===== config.mk =====
export PLATFORM = sky130hd
export DESIGN_NAME = wb_uart_stream_bridge_flat
export DESIGN_NICKNAME = d
export VERILOG_FILES = /design/src/rtl/wb_uart_pkg.sv /design/src/rtl/wb_uart_stream_bridge_if.sv /design/src/rtl/wb_uart_stream_bridge_byte_fifo2.sv /design/src/rtl/wb_uart_stream_bridge.sv /design/src/flat_wrapper.sv
export SDC_FILE = /design/constraint.sdc
export NUM_CORES = 1
export LEC_CHECK = 0
export CORE_UTILIZATION = 42
export CTS_BUF_LIST = sky130_fd_sc_hd__clkbuf_4 sky130_fd_sc_hd__clkbuf_8 sky130_fd_sc_hd__clkbuf_16
export CTS_CLUSTER_DIAMETER = 80
export DETAILED_ROUTE_END_ITERATION = 6
export HOLD_SLACK_MARGIN = 0.06
export PLACE_DENSITY = 0.95
export REMOVE_ABC_BUFFERS = 1
export SLEW_MARGIN = 20
export SYNTH_ARGS = -nofsm -noshare
export SYNTH_HDL_FRONTEND = slang
export SYNTH_SLANG_ARGS = --single-unit
export TNS_END_PERCENT = 1

===== constraint.sdc =====
create_clock -name i_clk -period 4.5 [get_ports i_clk]
set_input_delay 0.45 -clock i_clk [delete_from_list [all_inputs] [get_ports i_clk]]
set_output_delay 0.45 -clock i_clk [all_outputs]
set_load 0.03 [all_outputs]

===== src/rtl/wb_uart_pkg.sv =====
// rtl/wb_uart_pkg.sv - shared constants and FSM encoding for the wb_uart stream bridge
package wb_uart_pkg;

    localparam int DATA_W = 8;

    localparam logic [31:0] RX_ADDR_DEF = 32'h0000_0011;
    localparam logic [31:0] TX_ADDR_DEF = 32'h0000_0012;

    typedef enum logic [1:0] {
        ST_IDLE    = 2'd0,
        ST_RD_STB  = 2'd1,
        ST_RD_WAIT = 2'd2,
        ST_WR_STB  = 2'd3
    } bridge_state_e;

endpackage


===== src/rtl/wb_uart_stream_bridge_if.sv =====
// rtl/wb_uart_stream_bridge_if.sv - Wishbone master port plus RX/TX byte streams of the bridge
interface wb_uart_stream_bridge_if;
    import wb_uart_pkg::*;

    logic [31:0]       o_wb_addr;
    logic [31:0]       o_wb_data;
    logic [31:0]       i_wb_data;
    logic              o_wb_we;
    logic              o_wb_stb;
    logic              i_rx_byte_available;
    logic              i_tx_fifo_full;
    logic [DATA_W-1:0] o_rx_data;
    logic              o_rx_valid;
    logic              i_rx_ready;
    logic [DATA_W-1:0] i_tx_data;
    logic              i_tx_valid;
    logic              o_tx_ready;

    // Bridge side
    modport master (
        output o_wb_addr, o_wb_data, o_wb_we, o_wb_stb,
        input  i_wb_data, i_rx_byte_available, i_tx_fifo_full,
        output o_rx_data, o_rx_valid,
        input  i_rx_ready, i_tx_data, i_tx_valid,
        output o_tx_ready
    );

    // wb_uart and stream-user side
    modport slave (
        input  o_wb_addr, o_wb_data, o_wb_we, o_wb_stb,
        output i_wb_data, i_rx_byte_available, i_tx_fifo_full,
        input  o_rx_data, o_rx_valid,
        output i_rx_ready, i_tx_data, i_tx_valid,
        input  o_tx_ready
    );

endinterface


===== src/rtl/wb_uart_stream_bridge_byte_fifo2.sv =====
// rtl/wb_uart_stream_bridge_byte_fifo2.sv - 2-entry byte skid buffer with push/pop/count
module byte_fifo2
    import wb_uart_pkg::*;
(
    input  logic              i_clk,
    input  logic              i_reset,
    input  logic              i_push,
    input  logic [DATA_W-1:0] i_push_data,
    input  logic              i_pop,
    output logic [DATA_W-1:0] o_head,
    output logic [1:0]        o_count
);

    logic [1:0][DATA_W-1:0] mem_q, mem_d;
    logic                   rd_ptr_q, rd_ptr_d;
    logic                   wr_ptr_q, wr_ptr_d;
    logic [1:0]             count_q, count_d;
    logic                   do_push, do_pop;

    // Pointer/count update; a push into a full buffer only lands if a pop frees a slot
    always_comb begin
        mem_d    = mem_q;
        rd_ptr_d = rd_ptr_q;
        wr_ptr_d = wr_ptr_q;
        do_pop   = i_pop && (count_q != 2'd0);
        do_push  = i_push && ((count_q != 2'd2) || do_pop);
        if (do_push) begin
            mem_d[wr_ptr_q] = i_push_data;
            wr_ptr_d        = ~wr_ptr_q;
        end
        if (do_pop) begin
            rd_ptr_d = ~rd_ptr_q;
        end
        count_d = count_q + 2'(do_push) - 2'(do_pop);
    end

    // Storage and pointer registers
    always_ff @(posedge i_clk) begin
        if (i_reset) begin
            mem_q    <= '0;
            rd_ptr_q <= 1'b0;
            wr_ptr_q <= 1'b0;
            count_q  <= 2'd0;
        end else begin
            mem_q    <= mem_d;
            rd_ptr_q <= rd_ptr_d;
            wr_ptr_q <= wr_ptr_d;
            count_q  <= count_d;
        end
    end

    assign o_head  = mem_q[rd_ptr_q];
    assign o_count = count_q;

endmodule


===== src/rtl/wb_uart_stream_bridge.sv =====
// rtl/wb_uart_stream_bridge.sv - Wishbone master moving bytes between wb_uart FIFOs and valid/ready streams
module wb_uart_stream_bridge
    import wb_uart_pkg::*;
#(
    parameter int          RD_LATENCY = 1,
    parameter logic [31:0] RX_ADDR    = RX_ADDR_DEF,
    parameter logic [31:0] TX_ADDR    = TX_ADDR_DEF
) (
    input  logic                    i_clk,
    input  logic                    i_reset,
    wb_uart_stream_bridge_if.master bus
);

    bridge_state_e     state_q, state_d;
    logic [2:0]        wait_cnt_q, wait_cnt_d;
    logic              last_grant_q, last_grant_d;   // 1 = last grant was a write
    logic              tx_full_q, tx_full_d;
    logic [DATA_W-1:0] tx_byte_q, tx_byte_d;
    logic [31:0]       wb_addr_q, wb_addr_d;
    logic [31:0]       wb_data_q, wb_data_d;
    logic              wb_we_q, wb_we_d;

    logic              rd_req, wr_req, grant_rd, grant_wr, tx_accept;
    logic              rx_push, rx_pop, rx_valid;
    logic [1:0]        rx_count;
    logic [DATA_W-1:0] rx_head;

    assign rx_valid = (rx_count != 2'd0);
    assign rx_pop   = rx_valid && bus.i_rx_ready;

    byte_fifo2 u_rx_fifo (
        .i_clk       (i_clk),
        .i_reset     (i_reset),
        .i_push      (rx_push),
        .i_push_data (bus.i_wb_data[DATA_W-1:0]),
        .i_pop       (rx_pop),
        .o_head      (rx_head),
        .o_count     (rx_count)
    );

    // Arbitration, bus sequencing and TX holding register next-state
    always_comb begin
        state_d      = state_q;
        wait_cnt_d   = wait_cnt_q;
        last_grant_d = last_grant_q;
        tx_full_d    = tx_full_q;
        tx_byte_d    = tx_byte_q;
        wb_addr_d    = wb_addr_q;
        wb_data_d    = wb_data_q;
        wb_we_d      = wb_we_q;
        rx_push      = 1'b0;
        grant_rd     = 1'b0;
        grant_wr     = 1'b0;
        // Only IDLE issues reads, and nothing is in flight there, so a free slot suffices
        rd_req       = bus.i_rx_byte_available && (rx_count < 2'd2);
        wr_req       = tx_full_q && !bus.i_tx_fifo_full;
        tx_accept    = bus.i_tx_valid && !tx_full_q;

        if (tx_accept) begin
            tx_full_d = 1'b1;
            tx_byte_d = bus.i_tx_data;
        end

        case (state_q)
            ST_IDLE: begin
                grant_rd = rd_req && (!wr_req || last_grant_q);
                grant_wr = wr_req && !grant_rd;
                if (grant_rd) begin
                    state_d      = ST_RD_STB;
                    wb_addr_d    = RX_ADDR;
                    wb_we_d      = 1'b0;
                    last_grant_d = 1'b0;
                end else if (grant_wr) begin
                    state_d      = ST_WR_STB;
                    wb_addr_d    = TX_ADDR;
                    wb_we_d      = 1'b1;
                    wb_data_d    = {24'h0, tx_byte_q};
                    last_grant_d = 1'b1;
                end
            end
            ST_RD_STB: begin
                wait_cnt_d = 3'(RD_LATENCY);
                state_d    = ST_RD_WAIT;
            end
            ST_RD_WAIT: begin
                if (wait_cnt_q == 3'd1) begin
                    rx_push = 1'b1;
                    state_d = ST_IDLE;
                end else begin
                    wait_cnt_d = wait_cnt_q - 3'd1;
                end
            end
            ST_WR_STB: begin
                tx_full_d = 1'b0;
                state_d   = ST_IDLE;
            end
            default: state_d = ST_IDLE;
        endcase
    end

    // State and holding registers; reset aborts any transaction in flight
    always_ff @(posedge i_clk) begin
        if (i_reset) begin
            state_q      <= ST_IDLE;
            wait_cnt_q   <= 3'd0;
            last_grant_q <= 1'b0;
            tx_full_q    <= 1'b0;
            tx_byte_q    <= '0;
            wb_addr_q    <= 32'h0;
            wb_data_q    <= 32'h0;
            wb_we_q      <= 1'b0;
        end else begin
            state_q      <= state_d;
            wait_cnt_q   <= wait_cnt_d;
            last_grant_q <= last_grant_d;
            tx_full_q    <= tx_full_d;
            tx_byte_q    <= tx_byte_d;
            wb_addr_q    <= wb_addr_d;
            wb_data_q    <= wb_data_d;
            wb_we_q      <= wb_we_d;
        end
    end

    assign bus.o_wb_stb   = (state_q == ST_RD_STB) || (state_q == ST_WR_STB);
    assign bus.o_wb_addr  = wb_addr_q;
    assign bus.o_wb_data  = wb_data_q;
    assign bus.o_wb_we    = wb_we_q;
    assign bus.o_rx_valid = rx_valid;
    assign bus.o_rx_data  = rx_head;
    assign bus.o_tx_ready = !tx_full_q;

endmodule


===== src/flat_wrapper.sv =====
// flat-port wrapper written by rule: the top's interface ports become plain ports
module wb_uart_stream_bridge_flat import wb_uart_pkg::*;
#(
    parameter int          RD_LATENCY = 1,
    parameter logic [31:0] RX_ADDR    = RX_ADDR_DEF,
    parameter logic [31:0] TX_ADDR    = TX_ADDR_DEF
)
  (i_clk, i_reset, bus_o_wb_addr, bus_o_wb_data, bus_o_wb_we, bus_o_wb_stb, bus_i_wb_data, bus_i_rx_byte_available, bus_i_tx_fifo_full, bus_o_rx_data, bus_o_rx_valid, bus_i_rx_ready, bus_i_tx_data, bus_i_tx_valid, bus_o_tx_ready);
  wb_uart_stream_bridge_if bus_i ();
  input  logic i_clk;
  input  logic i_reset;
  output wire logic [$bits(bus_i.o_wb_addr)-1:0] bus_o_wb_addr;
  output wire logic [$bits(bus_i.o_wb_data)-1:0] bus_o_wb_data;
  output wire logic [$bits(bus_i.o_wb_we)-1:0] bus_o_wb_we;
  output wire logic [$bits(bus_i.o_wb_stb)-1:0] bus_o_wb_stb;
  input wire logic [$bits(bus_i.i_wb_data)-1:0] bus_i_wb_data;
  input wire logic [$bits(bus_i.i_rx_byte_available)-1:0] bus_i_rx_byte_available;
  input wire logic [$bits(bus_i.i_tx_fifo_full)-1:0] bus_i_tx_fifo_full;
  output wire logic [$bits(bus_i.o_rx_data)-1:0] bus_o_rx_data;
  output wire logic [$bits(bus_i.o_rx_valid)-1:0] bus_o_rx_valid;
  input wire logic [$bits(bus_i.i_rx_ready)-1:0] bus_i_rx_ready;
  input wire logic [$bits(bus_i.i_tx_data)-1:0] bus_i_tx_data;
  input wire logic [$bits(bus_i.i_tx_valid)-1:0] bus_i_tx_valid;
  output wire logic [$bits(bus_i.o_tx_ready)-1:0] bus_o_tx_ready;
  assign bus_o_wb_addr = bus_i.o_wb_addr;
  assign bus_o_wb_data = bus_i.o_wb_data;
  assign bus_o_wb_we = bus_i.o_wb_we;
  assign bus_o_wb_stb = bus_i.o_wb_stb;
  assign bus_i.i_wb_data = bus_i_wb_data;
  assign bus_i.i_rx_byte_available = bus_i_rx_byte_available;
  assign bus_i.i_tx_fifo_full = bus_i_tx_fifo_full;
  assign bus_o_rx_data = bus_i.o_rx_data;
  assign bus_o_rx_valid = bus_i.o_rx_valid;
  assign bus_i.i_rx_ready = bus_i_rx_ready;
  assign bus_i.i_tx_data = bus_i_tx_data;
  assign bus_i.i_tx_valid = bus_i_tx_valid;
  assign bus_o_tx_ready = bus_i.o_tx_ready;
  wb_uart_stream_bridge #(.RD_LATENCY(RD_LATENCY), .RX_ADDR(RX_ADDR), .TX_ADDR(TX_ADDR)) u_core (.i_clk(i_clk), .i_reset(i_reset), .bus(bus_i));
endmodule

==> impl_metrics.env <==
export IMPL_ctsResizeCount=0
export IMPL_place_congestion=0.715
export IMPL_crit_reg_reg_endpoint="u_core.u_rx_fifo.o_count[1]"
export IMPL_synth_async_sr_flop_share_pct=0
export IMPL_whs_endpoint="u_core.bus.o_wb_addr[4]"
export IMPL_ys_seq_area_share_pct=39.0
export IMPL_synth_commonest_cells="54 x buf_4, 45 x dfxtp_1, 42 x nor2_1, 32 x mux2i_1, 10 x clkbuf_1"
export IMPL_diodes=0
export IMPL_fin_util_pct=52.3
export IMPL_maxSlewViolCount=0
export IMPL_dp_hpwl_um=2880
export IMPL_p_seq_share_pct=41.5
export IMPL_slew_limit_headroom_pct=44.0
export IMPL_timing_fmax_mhz=423
export IMPL_met2_wirelength_um=2020
export IMPL_crit_type="flop to output pin"
export IMPL_synth_top_area_cell="dfxtp_1"
export IMPL_drt_antenna_violating_nets=0
export IMPL_fraction_of_power_consumed_by_combinational_cells_pct=27.9
export IMPL_grt_util_all_layers_pct=14.2
export IMPL_netlist_instances=246
export IMPL_numClockSinks=45
export IMPL_min_delay_start="u_core.bus.o_wb_addr[4]"
export IMPL_start_util_pct=44.3
export IMPL_setup_viol=0
export IMPL_postCtsSetupRepairBufs=0
export IMPL_fin_cells=355
export IMPL_clock_latency_ps=300
export IMPL_timing_max_cap_violations=0
export IMPL_grt_pass1_wl_um=6670
export IMPL_area_growth_syn_to_layout_pct=18.1
export IMPL_crit_path_start_kind="flop"
export IMPL_layout_min_cycle_time_ps=2360
export IMPL_floorplan_rows=26
export IMPL_placeableCoreArea_sq_mm=0.00520
export IMPL_grt_ovfl_total=0
export IMPL_cts_htree_levels=2
export IMPL_dieArea_sq_mm=0.00579
export IMPL_syn_mean_instance_area_sq_um=9.38
export IMPL_buffer_ports_inserted=44
export IMPL_yosys_cell_count_top_type="buf_4"
export IMPL_timing_reg2reg_setup_slack_ps=2490
export IMPL_grt_pass1_vias=1469
export IMPL_drt_total_wl_um=4040
export IMPL_synth_enable_flop_cells=0
export IMPL_min_delay_path_class="flop to flop"
export IMPL_synthesis_yosys_warnings=0
export IMPL_tritoncts_clock_tree="done"
export IMPL_reg2reg_from="u_core.state_q[1]"
export IMPL_drcViolationCount=0
export IMPL_die_width_um=76.1
export IMPL_placed_cells=347
export IMPL_reg2regPathDepth=8
export IMPL_final_clock_skew_ps=5.93
export IMPL_critical_path_peak_fanout=9
export IMPL_total_vias_in_the_final_route=1579
export IMPL_netSwitchingFraction_pct=31.8
export IMPL_vias_per_cell=4.45
export IMPL_dpl_cell_area_sq_mm=0.00259
export IMPL_cts_made_buffers=5
export IMPL_transition_time_at_the_pin_with_the_least_slew_margin_ps=837
export IMPL_synthDistinctLibCells=33
export IMPL_post_synth_top_area_fraction_pct=39.0
export IMPL_finalSetupTns_ps=0
export IMPL_final_net_count=334
export IMPL_synth_main_ff_cell="dfxtp_1"
export IMPL_drt_initial_drc_count=67
export IMPL_clock_share_of_power_pct=30.6
export IMPL_min_path_cells=2
export IMPL_post_route_cells_drive_above_1_share_pct=8.07
export IMPL_cts_hold_fix_buffers=0
export IMPL_largest_net_degree_at_the_start_of_global_routing=46
export IMPL_route_met3_wl_um=224
export IMPL_pwr_density_cell_mw_per_mm2=424
export IMPL_total_leakage_power_nw=1.18
export IMPL_required_ps=4050
export IMPL_power_net_switching_mw=0.367
export IMPL_unrepaired_setup_endpoints_after_global_routing="no"
export IMPL_max_clock_path_buffers=2
export IMPL_outcome="finished, final reports clean"
export IMPL_clk_pin_slew_ps=80
export IMPL_vdd_drop_max_v=0.000288
export IMPL_post_route_period_util_pct=52.5
export IMPL_power_internal_mw=0.788
export IMPL_ys_seq_elements=45
export IMPL_synth_area_sq_mm=0.00231
export IMPL_setup_worst_path_end_class="output pin"
export IMPL_fp_dieH_um=76.1
export IMPL_cts_root_buf="clkbuf_8"
export IMPL_hold_worst_slack_ps=456
export IMPL_boundaryPins=122
export IMPL_top_layer_used="met4"
export IMPL_postLayoutCellArea_sq_mm=0.00272
export IMPL_final_fill_count=478
export IMPL_hold_viol=0
export IMPL_synth_top_cells_by_area="dfxtp_1 39%, buf_4 18%, mux2i_1 14%"
export IMPL_wl_met1_um=1740
export IMPL_arrival_ps=1910
export IMPL_antenna_found_initial=0
export IMPL_firstDrtPassIters=4
export IMPL_post_drt_wl_per_cell_um=11.4
-- flip-flops by register name, indices dropped and copies added, names as in the netlist --
signal	count
u_core.tx_byte_q	8
u_core.tx_full_q	1
u_core.u_rx_fifo.mem_q	16
u_core.bus.o_wb_addr	3
u_core.u_rx_fifo.o_count	2
u_core.bus.o_wb_data	8
u_core.u_rx_fifo.wr_ptr_q	1
u_core.state_q	2
u_core.u_rx_fifo.rd_ptr_q	1
u_core.wait_cnt_q	3
-- metrics by stage --
step | setup slack (ps) | total power, mW
after global routing | 2060 | 1.22
after floorplan | 2370 | 0.710
after detailed placement | 2120 | 0.811
after CTS | 2130 | 1.16
final | 2140 | 1.15
after global placement | 2190 | 0.798
-- metal layers --
metal | GRT usage [%] | up-vias
li1 | - | 769
met1 | 16.3 | 737
met2 | 25.0 | 66
met3 | 4.31 | 7
met4 | 5.19 | 0
met5 | 0 | -
-- critical path, stage by stage (launching register included) --
cell             delay [ps]
dfxtp_1                 630
mux2_2                  400
clkdlybuf4s50_1         590
-- cell type report --
class | instances | area, sq um | share of cell area [%]
multi-input cells | 181 | 1130 | 41.5
flip-flops and latches | 45 | 901 | 33.1
repair buffers | 45 | 448 | 16.4
well taps | 70 | 87.6 | 3.22
clock buffers | 5 | 68.8 | 2.53
clock inverters | 3 | 65.1 | 2.39
inverters | 6 | 22.5 | 0.827
-- power by group through the flow --
| stage | logic, mW | clock network (mW) | registers [mW] |
|---|---|---|---|
| global placement | 0.313 | 0 | 0.485 |
| floorplan | 0.218 | 0 | 0.492 |
| detailed placement | 0.322 | 0 | 0.489 |
| CTS | 0.324 | 0.359 | 0.480 |
| global route | 0.352 | 0.376 | 0.488 |
| finish | 0.322 | 0.353 | 0.480 |
-- kinds of logic after synthesis --
logic type	count (synthesis)	synth area share [%]
DFF	45	39.0
adders and majority gates	4	2.17
buffers and inverters	72	20.6
AOI/OAI and AO/OA	16	5.10
and+or+nand+nor	64	13.6
muxes	40	17.8
xor gates and xnor gates	4	1.52
other	1	0.163
-- worst max path at each step --
stage                              start  slack (ps)                   endpoint  cells past startpoint
2_1_floorplan          u_core.state_q[0]        2370  u_core.u_rx_fifo.mem_q[0]                      4
3_3_place_gp          bus_i_tx_fifo_full        2190    u_core.bus.o_wb_data[6]                      5
3_5_place_dp          bus_i_tx_fifo_full        2120    u_core.bus.o_wb_data[1]                      5
4_1_cts        u_core.u_rx_fifo.rd_ptr_q        2130           bus_o_rx_data[6]                      2
5_1_grt        u_core.u_rx_fifo.rd_ptr_q        2060           bus_o_rx_data[6]                      2
6_report       u_core.u_rx_fifo.rd_ptr_q        2140           bus_o_rx_data[4]                      2
-- placed cells by master (no fill, tap or decap), drive strengths merged, types with 5 or more instances in the layout --
master and instances:
conb 53, dfxtp 45, clkdlybuf4s50 44, nor2 42, mux2i 32, mux2 8, a21oi 7, inv 6
clkbuf 5
Power figures use the tool's default switching activity.
